==> config.mk <==
export PLATFORM = sky130hd
export DESIGN_NAME = mem_bus_arbiter
export DESIGN_NICKNAME = d
export VERILOG_FILES = /design/src/rtl/mem_bus_arbiter.sv
export SDC_FILE = /design/constraint.sdc
export NUM_CORES = 1
export LEC_CHECK = 0
export BUFFER_PORTS_ARGS = -buffer_cell sky130_fd_sc_hd__buf_2
export CORE_MARGIN = 4
export CORE_UTILIZATION = 40
export CTS_CLUSTER_SIZE = 25
export DETAILED_ROUTE_END_ITERATION = 8
export MAX_ROUTING_LAYER = met4
export PLACE_DENSITY = 0.75
export RECOVER_POWER = 100
export SKIP_CTS_REPAIR_TIMING = 1
export SYNTH_ARGS = -nofsm -noshare
export SYNTH_HDL_FRONTEND = slang
export SYNTH_SLANG_ARGS = --single-unit
==> constraint.sdc <==
create_clock -name clk -period 1.9 [get_ports clk]
set_input_delay 0.285 -clock clk [delete_from_list [all_inputs] [get_ports clk]]
set_output_delay 0.285 -clock clk [all_outputs]
set_load 0.02 [all_outputs]
==> src/rtl/mem_bus_arbiter.sv <==
// mem_bus_arbiter: arbitrates the pipeline's instruction-fetch (IF) and
// data-memory (DM) ports onto a single external memory bus with a req/ack
// handshake. Round-robin between the two ports, one access at a time, with
// read-data capture, per-port stall outputs and a wait-state timeout.
//
// Ports:
//   clk, reset                      clock (rising edge), async active-low reset
//   if_req/if_addr                  fetch request and address
//   if_rdata/if_done/if_stall       fetched word, completion pulse, stall
//   dm_req/dm_we/dm_addr/dm_wdata   data request, write enable, address, data
//   dm_rdata/dm_done/dm_stall       load data, completion pulse, stall
//   bus_req/bus_we/bus_addr/...     registered downstream request signals
//   bus_ack/bus_rdata               downstream completion and read data
//   bus_err                         sticky timeout flag
//
// state   | meaning
// --------+-----------------------------------------------------------
// ST_IDLE | no access in flight; arbitrate and latch the winner's request
// ST_BUSY | bus_req high; wait for bus_ack or wait-state timeout
// ST_RESP | owner's done pulse is high; requests ignored this cycle
module mem_bus_arbiter #(
    parameter int unsigned MAX_WAIT = 15
) (
    input  logic        clk,
    input  logic        reset,
    input  logic        if_req,
    input  logic [31:0] if_addr,
    output logic [31:0] if_rdata,
    output logic        if_done,
    output logic        if_stall,
    input  logic        dm_req,
    input  logic        dm_we,
    input  logic [31:0] dm_addr,
    input  logic [31:0] dm_wdata,
    output logic [31:0] dm_rdata,
    output logic        dm_done,
    output logic        dm_stall,
    output logic        bus_req,
    output logic        bus_we,
    output logic [31:0] bus_addr,
    output logic [31:0] bus_wdata,
    input  logic        bus_ack,
    input  logic [31:0] bus_rdata,
    output logic        bus_err
);

    typedef enum logic [1:0] {
        ST_IDLE = 2'd0,
        ST_BUSY = 2'd1,
        ST_RESP = 2'd2
    } state_t;

    localparam logic [7:0] WAIT_LAST = 8'(MAX_WAIT - 1);

    state_t     state;
    logic       last_grant;   // 0 = IF served last, 1 = DM served last
    logic       owner;        // 0 = IF, 1 = DM
    logic [7:0] wait_cnt;
    logic       grant_dm;

    // On a tie the port that was not served last wins.
    assign grant_dm = dm_req & (~if_req | ~last_grant);

    assign if_stall = if_req & ~if_done;
    assign dm_stall = dm_req & ~dm_done;

    always_ff @(posedge clk or negedge reset) begin
        if (!reset) begin
            state      <= ST_IDLE;
            last_grant <= 1'b1;
            owner      <= 1'b0;
            wait_cnt   <= 8'd0;
            bus_req    <= 1'b0;
            bus_we     <= 1'b0;
            bus_addr   <= 32'd0;
            bus_wdata  <= 32'd0;
            if_rdata   <= 32'd0;
            dm_rdata   <= 32'd0;
            if_done    <= 1'b0;
            dm_done    <= 1'b0;
            bus_err    <= 1'b0;
        end else begin
            if_done <= 1'b0;
            dm_done <= 1'b0;
            case (state)
                ST_IDLE: begin
                    if (if_req || dm_req) begin
                        if (grant_dm) begin
                            bus_we    <= dm_we;
                            bus_addr  <= dm_addr;
                            bus_wdata <= dm_wdata;
                        end else begin
                            bus_we    <= 1'b0;
                            bus_addr  <= if_addr;
                            bus_wdata <= 32'd0;
                        end
                        bus_req    <= 1'b1;
                        wait_cnt   <= 8'd0;
                        owner      <= grant_dm;
                        last_grant <= grant_dm;
                        state      <= ST_BUSY;
                    end
                end
                ST_BUSY: begin
                    if (bus_ack) begin
                        bus_req <= 1'b0;
                        bus_we  <= 1'b0;
                        if (!bus_we) begin
                            if (owner) dm_rdata <= bus_rdata;
                            else       if_rdata <= bus_rdata;
                        end
                        if (owner) dm_done <= 1'b1;
                        else       if_done <= 1'b1;
                        state <= ST_RESP;
                    end else if (wait_cnt == WAIT_LAST) begin
                        // Timeout: complete the access with zero data.
                        bus_req <= 1'b0;
                        bus_we  <= 1'b0;
                        bus_err <= 1'b1;
                        if (owner) begin
                            dm_rdata <= 32'd0;
                            dm_done  <= 1'b1;
                        end else begin
                            if_rdata <= 32'd0;
                            if_done  <= 1'b1;
                        end
                        state <= ST_RESP;
                    end else begin
                        wait_cnt <= wait_cnt + 8'd1;
                    end
                end
                ST_RESP: begin
                    state <= ST_IDLE;
                end
                default: begin
                    state <= ST_IDLE;
                end
            endcase
        end
    end

endmodule

# After elaboration in Yosys (flattened, before gate mapping)
# Cells that the tools add are included.
# Widths: inputs -> output; s select.
dict set report totals {
  register_bits 145
  inputBits 134
  wordCells 77
}
dict set report op_classes {
  add_sub_neg 1
  n_eq_ne 7
  n_mux 35
  n_bitwise 10
  reduce_logical 11
}
# cell count
set op_table {}
lappend op_table {{$mux 32} 12}
lappend op_table {{$mux 8} 3}
lappend op_table {{$pmux 8 s2} 1}
lappend op_table {{$mux 1} 13}
lappend op_table {{$reduce_and 4->1} 3}
lappend op_table {{$add 8x1->8 const B} 1}
lappend op_table {{$eq 8x4->1 const B} 1}
lappend op_table {{$ne 2x2->1 const B} 4}
lappend op_table {{$mux 2} 3}
lappend op_table {{$not 1->1} 6}
lappend op_table {{$reduce_and 3->1} 2}
lappend op_table {{$pmux 1 s2} 2}
lappend op_table {{$pmux 2 s2} 1}
lappend op_table {{$reduce_and 2->1} 2}
lappend op_table {{$reduce_bool 2->1} 2}
lappend op_table {{$and 1x1->1} 3}
lappend op_table {{$ne 3x3->1 const B} 1}
lappend op_table {{$eq 2x1->1 const B} 1}
lappend op_table {{$logic_not 2->1} 1}
lappend op_table {{$logic_or 1x1->1} 1}
lappend op_table {{$or 1x1->1} 1}

# Longest topological paths before layout
dict set report logic_depth {
  word_depth 6
  depth_mapped 7
  depth_no_buf 6
}

# Worst setup path before layout
# Ideal clock, no wire load.
dict set report synth_path {
  kind {reg2reg}
  startpoint {reg wait_cnt[0]}
  endpoint {reg if_rdata[0]}
  setup_ns 0.122
  t_arrival_ns 1.674
  setup_slack_ns 0.104
  stages_incl_launch_ff 8
  n_path_buf 1
  synth_period_minus_slack_ns 1.796
  cell_sequence {dfrtp_1 -> inv_1 -> ha_1 -> or3b_4 -> nor3_4 -> o21ai_2 -> buf_6 -> a32o_1}
}
dict set report synth_via {
  elab_chain_cells 3
}
# item line_no
set synth_lines {}
lappend synth_lines {{from (decl)} 58} ;# logic [7:0] wait_cnt;
lappend synth_lines {{from (signal assigned)} 129} ;# wait_cnt <= wait_cnt + 8'd1;
lappend synth_lines {{$eq 8x4->1} 115} ;# end else if (wait_cnt == WAIT_LAST) begin
lappend synth_lines {{$reduce_bool 2->1 (no source line)} n/a}
lappend synth_lines {{$reduce_and 4->1 (no source line)} n/a}
lappend synth_lines {{to (signal assigned)} 110} ;# else if_rdata <= bus_rdata;
lappend synth_lines {{to (decl)} 28} ;# output logic [31:0] if_rdata,
# No other way between the ends.
# A chain may end at the register's enable or synchronous reset.

# Worst setup path after layout
dict set report layout_path {
  startpoint {reg wait_cnt[0]}
  endpoint {reg if_rdata[5]}
}
# Same word-level chain as after synthesis.

==> results.md <==
* Multi-input combinational cell area at ~0.0020 mm2
* Standard cell area after detailed placement at 0.007430 mm2
* Count of input and output buffers at ~270
* Asr flop ratio synth at 1.000
* Largest net degree at the start of global routing at 65
* Largest area contributor in the synthesized netlist: dfrtp_1
* Top flip-flop cell by instance count after synthesis: dfrtp_1
* Overall power after layout at ~14 mW
* Drt pass-1 iters at 5
* Net count after synthesis at just under 600
* Master of the slowest instance on the critical path: or3b_4
* Final Hold Viols at 0
* Longest individual stage delay on the worst path at a little over 0.4 ns
* Largest cells by area after synthesis: dfrtp_1 (61%), a32o_1 (11%), mux2i_1 (5.4%), a22o_1 (4.7%), o21ai_0 (3.0%)
* Detailed-route wire length at 15.30 mm
* Via count of the first global-routing pass at around 4,700
* Detailed router's first-iteration violation count at about 260
* Crit path max fanout at 32
* DRC at 0
* Share of power burned in registers at 0.379
* Number of vias in the routed layout at ~4,800
* Total clock buffers created by CTS at 17
* Effective utilization at floorplan at 0.4077
* Endpoint required time on the critical path at 2.19 ns
* Crit path buffers/inverters at 2
* CTS Root Cell: clkbuf_16
* Worst min-delay path class: in -> reg
* Slew at the pin closest to its max-slew limit at roughly 0.96 ns
* Static Leak at ~3.6 nW
* Antenna violations before repair at 0
* Final antenna diode count at 0
* Number of placed instances with taps included at just under 900
* Area occupied by registers at 0.003630 mm2
* Worst Setup End Kind: flop
* Power density relative to cell area at about 1800 mW/mm2
* Dominant cell by count in the synthesized netlist: dfrtp_1
* Clock power share at 0.219
* Global-route wire length before repair at approximately 24 mm
* Non-filler instance count after layout at 904
* Max-slew headroom at 0.3595
* Clk Latency, worst-skew pair at ~0.41 ns
* Post-synthesis cell area at 0.005926 mm2
* Largest voltage drop on the vdd net at 0.8041 mV
* Area of the die at 0.01683 mm2
* Seq/Total Area, Yosys at 0.6125
* Area of all placed cells without fillers at just under 0.008 mm2
* Area of the placeable core at approximately 0.015 mm2
* Synthesis-stage register bit count at ~150
* Origin of the worst setup path: wait_cnt[0]
* Combinational share of power at 0.402
* Critical path's top delay family: simple AND/OR/NAND/NOR gates
* Post-Route Hold Slack at ~0.086 ns
* Arrival time of the worst setup path at ~2.1 ns
* Warning count from the yosys run at 0
* Run status: finished, final reports clean
* Cell row count at between 40 and 50
* Final critical-path required period at 1.803 ns
* Share of post-route cells with drive strength above 1 at 0.2694
* Gate count after technology mapping at between 400 and 500
* Top cell types by occurrence after synthesis: dfrtp_1 (144), a32o_1 (65), o21ai_0 (36), nand2_1 (33)
* Net switching power at between 5 and 6 mW
* CTS tree: built
* Top cell type's share of synthesized area at 0.6081
* Clock edge transition at the registers on the reported setup and hold paths at roughly 0.070 ns
* Sum of overflow across all layers after global routing at 0
* Die Height at roughly 130 um
* ANT nets after route at 0
* Vias per cell at between 5 and 6
* Number of nets in the final layout at 844
* Source of the worst hold timing path: dm_wdata[23]
* Width of the die at about 130 um
* Worst R2R Start: wait_cnt[0]
* GR Util All Layers at 0.1852
* Setup repair after global routing missed its margin: no
* Worst-case clock buffer depth at 2
* Internal at 8.100 mW
* Switching share of power at 0.4206
* Post-synth EDFFs at 0
* Pins over their slew limit at 0
* Deepest level of the CTS H-tree at 4
* # IOs at 269
* Final Cycle Share at 0.9488
* Area added between synthesis and finish at 30.74%
* Detail-routed net length per standard cell at 16.93 um
* Average instance area after synthesis at 13.44 um2
* Total half-perimeter wirelength after legalization and detailed placement at 11.07 mm
* Cell Chain, Critical Path: inv_1, ha_1, or3b_4, nor3_4, o21ai_2, buf_12, a32o_1
* Fmax at 554.7 MHz
* Number of endpoints failing setup at the final stage at 0
* Yosys cell types at 39
* Crit path launch type: flop
* Number of max-cap violations at 0
* Gp weighted congestion at 0.8343
* Sinks on Clock Net at 145
* Fin Clk Skew at approximately 0.011 ns
* CP Class: reg -> reg
* Total Neg Setup Slack at 0 ns
* Fillcell total at 1,343
final timing paths:
check / cells past startpoint / slack, ns / to
min: 2 / 0.09 / bus_wdata[23]
max in group asynchronous: 3 / 0.32 / bus_addr[6]
max reg2reg: 7 / 0.1 / if_rdata[5]
min in group asynchronous: 2 / 0.57 / if_rdata[18]
min reg2reg: 1 / 0.46 / bus_err
max: 7 / 0.1 / if_rdata[5]
layer usage:
metal  up-vias  GRT usage  share of wire
met2       227     0.2696           0.46
met3        22    0.05444          0.094
met4         0    0.07641          0.018
met5         -          -              0
met1      2319     0.2436           0.43
li1       2214          -              -
layout make-up:
class / instances / share of cell area
clock buffer: 19 / 0.05717
timing repair buffer: 287 / 0.1757
clock inverter: 12 / 0.01276
inverter: 4 / 0.001938
sequential: 145 / 0.4685
tap: 184 / 0.02972
multi-input combinational: 253 / 0.2542
stage by stage:
stage	utilization	worst slack (ns)
6_report	0.5331	0.09724
5_1_grt	0.5331	0.003981
4_1_cts	0.5485	0.07717
3_5_place_dp	0.5112	0.1005
3_3_place_gp	0.5112	0.1316
2_1_floorplan	-	0.1043
flip-flops by register name, summed over array words and instances, names as in the netlist:
register    count
bus_addr       32
bus_wdata      32
dm_rdata       32
if_rdata       32
wait_cnt        8
state           2
bus_err         1
bus_req         1
bus_we          1
dm_done         1
if_done         1
last_grant      1
owner           1
layout by cell type (no fill, tap or decap), drive strengths merged:
master	Yosys	final
o21a	1	1
buf	21	145
inv	4	10
nand3	11	11
dfrtp	144	144
clkinvlp	0	4
a32o	65	65
a21o	4	4
a22o	32	32
ha	2	2
mux2i	32	32
xor2	1	1
dfstp	1	1
and2	1	1
a21boi	3	3
dlygate4sd3	0	1
clkbuf	17	160
nor2b	5	5
nor3	1	1
nand4bb	1	1
a2bb2oi	2	2
o21ai	40	40
and3	2	2
or3b	1	1
nand2	33	33
or4	1	1
nor3b	2	2
nand4	2	2
or2b	1	1
nor2	7	7
clkinv	0	2
and2b	1	1
o2bb2ai	1	1
or3	1	1
power by group through the flow:
stage | clock network (mW) | logic [mW] | registers [mW]
3_5_place_dp | 0 | 6.16 | 5.28
4_1_cts | 3.15 | 6.15 | 5.26
3_3_place_gp | 0 | 5.97 | 5.27
2_1_floorplan | 0 | 2.39 | 6.85
6_report | 3.06 | 5.62 | 5.30
5_1_grt | 3.31 | 6.13 | 5.44
kinds of logic (layout without fill, tap and decap cells):
group / after synthesis / in the layout / synth area share
AO/OA/AOI/OAI: 148 / 148 / 0.2073
flip-flops: 145 / 145 / 0.6125
AND/OR/NAND/NOR: 70 / 70 / 0.06145
buffers and inverters: 43 / 322 / 0.05891
multiplexers: 32 / 32 / 0.05405
adder cells (fa/ha/maj): 2 / 2 / 0.004222
XOR/XNOR: 1 / 1 / 0.001478
Power figures use the tool's default switching activity.
